$ cat config.mk
export PLATFORM = sky130hd
export DESIGN_NAME = pc_seq_ctrl
export DESIGN_NICKNAME = d
export VERILOG_FILES = /design/src/rtl/pc_seq_ctrl.sv
export SDC_FILE = /design/constraint.sdc
export NUM_CORES = 1
export LEC_CHECK = 0
export ABC_AREA = 1
export BUFFER_PORTS_ARGS = -buffer_cell sky130_fd_sc_hd__buf_2
export CAP_MARGIN = 5
export CELL_PAD_IN_SITES_DETAIL_PLACEMENT = 0
export CELL_PAD_IN_SITES_GLOBAL_PLACEMENT = 1
export CORE_UTILIZATION = 35
export CTS_CLUSTER_SIZE = 12
export DETAILED_ROUTE_END_ITERATION = 8
export GPL_ROUTABILITY_DRIVEN = 0
export PLACE_DENSITY_LB_ADDON = 0.08
export SLEW_MARGIN = 20
export SYNTH_ARGS = -nofsm -noshare
export SYNTH_HDL_FRONTEND = slang
export SYNTH_SLANG_ARGS = --single-unit
$ cat constraint.sdc
create_clock -name CLK -period 1.62 [get_ports CLK]
set_input_delay 0.162 -clock CLK [delete_from_list [all_inputs] [get_ports CLK]]
set_output_delay 0.162 -clock CLK [all_outputs]
set_load 0.05 [all_outputs]
$ cat src/rtl/pc_seq_ctrl.sv
// pc_seq_ctrl: fetch/execute sequencer with a single-level interrupt.
// Owns the program counter, saved return address and in-service flag.
module pc_seq_ctrl #(
  parameter logic [7:0] RESET_VEC = 8'h00,
  parameter logic [7:0] IRQ_VEC   = 8'hF0
) (
  input  logic       CLK,
  input  logic       RESET_L,
  input  logic       START,
  input  logic       MEM_ACK,
  input  logic       BR_TAKEN,
  input  logic [7:0] BR_TARGET,
  input  logic       RETI,
  input  logic       IRQ,
  input  logic       HALT_REQ,
  output logic [7:0] PC,
  output logic       MEM_REQ,
  output logic       EXEC_EN,
  output logic       IRQ_ACK,
  output logic [7:0] EPC,
  output logic       HALTED
);

  typedef enum logic [1:0] {
    S_IDLE,
    S_FETCH,
    S_EXEC,
    S_HALTED
  } state_t;

  state_t     r_state;
  logic [7:0] r_pc;
  logic [7:0] r_epc;
  logic       r_is;
  logic       r_irq_ack;

  state_t     w_state_nx;
  logic [7:0] w_pc_nx;
  logic [7:0] w_epc_nx;
  logic       w_is_nx;
  logic       w_ack_nx;
  logic [7:0] w_pc_inc;

  // Sequential address; 8-bit add drops the carry so FE wraps to 00.
  assign w_pc_inc = r_pc + 8'd2;

  // Next-state and datapath selection; EXEC resolves one winner.
  always_comb begin
    w_state_nx = r_state;
    w_pc_nx    = r_pc;
    w_epc_nx   = r_epc;
    w_is_nx    = r_is;
    w_ack_nx   = 1'b0;
    unique case (r_state)
      S_IDLE: begin
        if (START) w_state_nx = S_FETCH;
      end
      S_FETCH: begin
        if (MEM_ACK) w_state_nx = S_EXEC;
      end
      S_EXEC: begin
        w_state_nx = S_FETCH;
        if (HALT_REQ) begin
          w_state_nx = S_HALTED;
          w_pc_nx    = w_pc_inc;
        end else if (IRQ && !r_is) begin
          w_epc_nx = w_pc_inc;
          w_pc_nx  = IRQ_VEC;
          w_is_nx  = 1'b1;
          w_ack_nx = 1'b1;
        end else if (RETI) begin
          w_pc_nx = r_epc;
          w_is_nx = 1'b0;
        end else if (BR_TAKEN) begin
          w_pc_nx = {BR_TARGET[7:1], 1'b0};
        end else begin
          w_pc_nx = w_pc_inc;
        end
      end
      S_HALTED: begin
        if (START) w_state_nx = S_FETCH;
      end
      default: w_state_nx = S_IDLE;
    endcase
  end

  // State and datapath registers; synchronous reset wins over all inputs.
  always_ff @(posedge CLK) begin
    if (!RESET_L) begin
      r_state   <= S_IDLE;
      r_pc      <= RESET_VEC;
      r_epc     <= 8'h00;
      r_is      <= 1'b0;
      r_irq_ack <= 1'b0;
    end else begin
      r_state   <= w_state_nx;
      r_pc      <= w_pc_nx;
      r_epc     <= w_epc_nx;
      r_is      <= w_is_nx;
      r_irq_ack <= w_ack_nx;
    end
  end

  assign PC      = r_pc;
  assign EPC     = r_epc;
  assign IRQ_ACK = r_irq_ack;
  assign MEM_REQ = (r_state == S_FETCH);
  assign EXEC_EN = (r_state == S_EXEC);
  assign HALTED  = (r_state == S_HALTED);

endmodule

* After elaboration in Yosys (flattened, before gate mapping)
Index checks and enable logic that the tools add are counted.
Storage, ports and cells: word-level logic and storage cells 34, input port bits 16, register bits 20, output and inout port bits 20
Cells by class: equal/unequal tests 5, bitwise gates (word level) 3, muxes and demuxes 11, reductions and logical operators 9, $add $sub $neg 1
Operator list (number):
- $mux W8 | 4
- $add A8 B2 Y8 const B | 1
- $mux W2 | 3
- $pmux W2 S3 | 1
- $reduce_and A3 Y1 | 2
- $eq A2 B2 Y1 const B | 2
- $mux W1 | 3
- $not A1 Y1 | 3
- $reduce_or A3 Y1 | 1
- $eq A2 B1 Y1 const B | 1
- $logic_not A2 Y1 | 1
- $ne A2 B1 Y1 const B | 1
- $ne A2 B2 Y1 const B | 1
- $reduce_and A2 Y1 | 1
- $reduce_bool A2 Y1 | 1
- $reduce_or A2 Y1 | 1
- $logic_and A1 B1 Y1 | 1
- $logic_not A1 Y1 | 1

* Depth between registers and ports, before layout
depth in word-level cells 5, depth in mapped cells 11, gate-level depth less buffers 10

* Worst setup path after synthesis
OpenSTA, ideal clock, no wires.
kind register to register, from register r_state[0], to register r_epc[5] (netlist: EPC[5]), arrival 1.672 ns, data required time 1.546 ns, setup time 0.074 ns, cell stages (with the launch flop) 11, clock period less this slack 1.746 ns, path buffers 2, slack -0.126 ns, path through dfxtp_1 > inv_1 > ha_1 > buf_6 > inv_6 > nor2_8 > nand2_8 > clkinv_4 > buf_12 > o21ai_2 > a31oi_2
On the way: cells in the longest elaborated chain, start to end 2
Ends and longest elaborated chain:
- start, declared | RTL line 31 | state_t r_state;
- start signal, assigned | RTL line 96 | r_state <= w_state_nx;
- $eq A2 B2 Y1
- via EXEC_EN | RTL line 18 | output logic EXEC_EN,
- $reduce_and A3 Y1 (no source line)
- end signal, assigned | RTL line 98 | r_epc <= w_epc_nx;
- end, declared | RTL line 33 | logic [7:0] r_epc;
The timed path passes the listed nets, and every way through them passes these cells. A chain may end at the register's enable or synchronous reset.

* Worst setup path in the final report
from register r_state[0], to output EXEC_EN
On the way: cells in the longest elaborated chain, start to end 1
Ends and longest elaborated chain:
- $eq A2 B2 Y1 | RTL line 108 | assign EXEC_EN = (r_state == S_EXEC);
- end, declared | RTL line 18
Every way passes these cells.

==> results.md <==
## Critical path
- 360 ps — maximum cell stage delay along the critical path
- flop — category of the worst setup path launch point
- r_state[0]$_SDFFE_PN0P_ — start point of the critical path
- 11 — Worst Path Max Fanout
- output port — CP endpoint kind
- dfxtp_1 — cell at the slowest stage of the critical path
- flop to output port — type of the worst setup path
- 1460 ps — required time of the critical path
- r_state[0]$_SDFFE_PN0P_ — Reg-to-Reg Start
- inv_1 > ha_4 > buf_2 — cells along the critical path
- 1290 ps — WP data arrival

## Cells and area
- 45.8% — utilization of the core after routing
- 349 — number of inserted filler cells in the final layout
- 230 — Total Nets Final
- 25.0% — ratio of cells with drive above 1 in the final layout
- 35 x nand2_1, 34 x buf_2, 26 x nor2_1, 23 x inv_1, 18 x dfxtp_1 — most used cells in the layout excluding fill and tap cells
- 403 um2 — Sequential cell area
- nand2_1 — most common cell after layout, fill and taps aside
- 19.3% — Synth-to-Final Area Change
- 0 — antenna diode instance count
- 668 um2 — area occupied by multi-input gates

## Global routing
- 18.1% — total routing usage reported by global routing
- 0 — sum of overflow across all layers after global routing
- 1,065 — via count of the first global-routing pass
- 0 — number of antenna violations at the first check in global routing
- 4910 um — first-pass GRT wire length
- 15 — pin count of the biggest net entering global routing

## Power
- 1260 nW/um2 — power density over the cells
- 0.758 nW — static leakage
- 48.0% — part of the total power dissipated in combinational logic
- 47.0% — Sw Ratio
- 0.855 mW — net switching power
- 0.963 mW — internal power
- 15.9% — share of total power in the clock network
- 36.1% — sequential fraction of design power
- 0.673 mV — maximum vdd drop

## Detailed routing
- 68 — violation count after the first detailed-routing iteration
- met4 — top sig layer
- 1,169 — Vias
- 4 — number of iterations in the first detailed-routing pass
- 2900 um — Post-Route WL
- 1340 um — Routed met2 length
- 11.5 um — mean routed wirelength per cell
- 0 — post-route ant nets
- 1440 um — wire length the detailed router placed on met1
- 4.64 — via/cell ratio
- 104 um — routed wl met3
- 0 — number of remaining DRC errors

## Timing
- 164 ps — final worst-path setup slack
- 687 MHz — maximum frequency from static timing analysis
- 5.75 ps — Setup Skew
- 0 — Finish-stage setup viols
- 305 ps — transition time of the tightest slew-check pin
- no — setup repair after global routing missed its margin
- 221 ps — final-layout worst hold slack
- 0 — final hold vios
- 1460 ps — fin crit period
- 79.5% — Max-slew headroom
- 89.9% — final clock period utilization by the worst path
- 0 — final number of max-transition violations
- 0 ps — final-layout setup total negative slack

## Synth
- 31 — Cell variety after synth
- 33.1% — Seq/Total Area, Yosys
- 0% — share of flip-flops with an asynchronous set or reset
- 0 — number of enable-type register cells in the synthesized netlist
- 20 — register bit total from synthesis
- dfxtp_1 — dominant register cell in the synthesized netlist
- 6.95 um2 — average cell area after synthesis
- 195 — Net Count, Synth
- 174 — number of instances in the synthesized netlist
- 1210 um2 — Synth Cell Area
- 0 — Warnings, synthesis

## Die
- 38.4% — initial cell density of the core
- 20 — Row Count
- 36 — top-level port count
- 60.8 um — floorplan die width
- 60.8 um — height of the die
- 3150 um2 — Std-Cell Core Area
- 3700 um2 — full die area

## Placed design
- 34 — PortBufs
- 2240 um — HPWL after detailed placement
- 127 ps — setup slack after placement

## Clock tree
- built — CTS tree
- 20 — number of clock sinks
- 300 ps — later-pin clock latency in the skew report
- 0 — post-CTS repair timing setup buffer count
- 120 ps — clock-pin slew on the worst setup and hold paths
- clkbuf_4 — library cell used as clock root buffer
- 2 — deepest clock path buffer count
- 1 — CTS H-Tree Depth
- 3 — CTS buffer count

## Min path
- RESET_L — hold path start
- input port to flop — worst hold path type

## Status
- completed — run status

## Flow run
- 0 — number of max-cap violations

[layer usage]
metal  global-route usage [%]  vias up
met2                     29.7       23
met3                     2.56        2
met1                     24.4      510
met5                        0        -
met4                     5.84        0
li1                         -      634
[logic make-up (layout without fill, tap and decap cells)]
kind of cell | count (synthesis) | count (layout) | synth area share (%)
compound gates | 35 | 35 | 17.1
flops | 20 | 20 | 33.1
xor+xnor | 2 | 2 | 1.45
buf+inv | 31 | 65 | 12.7
fa+ha+maj | 5 | 5 | 5.17
simple gates | 81 | 81 | 30.5
[metrics by stage]
stage / cells / instance area [um2] / total power [mW]
final: 252 / 1440 / 1.82
after floorplan: 174 / 1210 / 1.36
after global routing: 252 / 1440 / 1.97
after CTS: 252 / 1430 / 1.81
after detailed placement: 248 / 1400 / 1.51
after global placement: 248 / 1400 / 1.51
[area by class of cell]
cell class	count	area share (%)
inverter	27	7.71
sequential	20	27.9
timing repair buffer	34	11.8
multi-input combinational	123	46.3
tap	44	3.81
clock buffer	4	2.51
[synthesized netlist by cell type (2+ instances only)]
cell type  count  area share, %
o21bai_1       2            1.2
nor2_2         2            1.0
ha_1           5            5.2
o22ai_1        2            1.0
nand2_1       35             11
nand3_1       11            4.5
inv_1         23            7.1
a21oi_1       11            4.5
dfxtp_1       20             33
o21ai_0        9            3.7
nor2_1        26            8.1
o21ai_1        4            1.7
a31oi_1        2            1.0
nand4_1        4            2.1
inv_2          2           0.62
[state kept, by name, summed over array words and instances, names as in the netlist]
| register | cells |
|---|---|
| EPC | 8 |
| IRQ_ACK | 1 |
| r_is | 1 |
| r_state | 2 |
| PC | 8 |
[worst paths after layout]
path / endpoint / slack, ps / depth (start not counted)
setup / recovery: EXEC_EN / 160 / 3
hold / removal: PC[4]$_SDFFE_PN0P_ / 220 / 3
setup reg to reg: EPC[6]$_SDFFE_PN0P_ / 180 / 9
hold reg to reg: EPC[1]$_SDFFE_PN0P_ / 480 / 1
[worst max-delay path, delay by kind of cell, from the launching register on]
family | cells | cell delay [ps]
buffers and inverters | 2 | 410
flip-flops | 1 | 360
adder cells (fa/ha/maj) | 1 | 230
[what timing repair did]
| item | CTS | global route |
|---|---|---|
| endpoints found under the setup margin | 0 | 6 |
| gates resized for setup | 0 | 1 |
| hold buffers | 0 | 0 |
[power by group through the flow]
stage / combinational, mW / clock (mW) / sequential (mW)
after floorplan: 0.514 / 0 / 0.848
after global placement: 0.850 / 0 / 0.660
after detailed placement: 0.849 / 0 / 0.665
after CTS: 0.853 / 0.305 / 0.653
after global routing: 0.965 / 0.337 / 0.673
final: 0.872 / 0.289 / 0.657
Power figures use the tool's default switching activity.
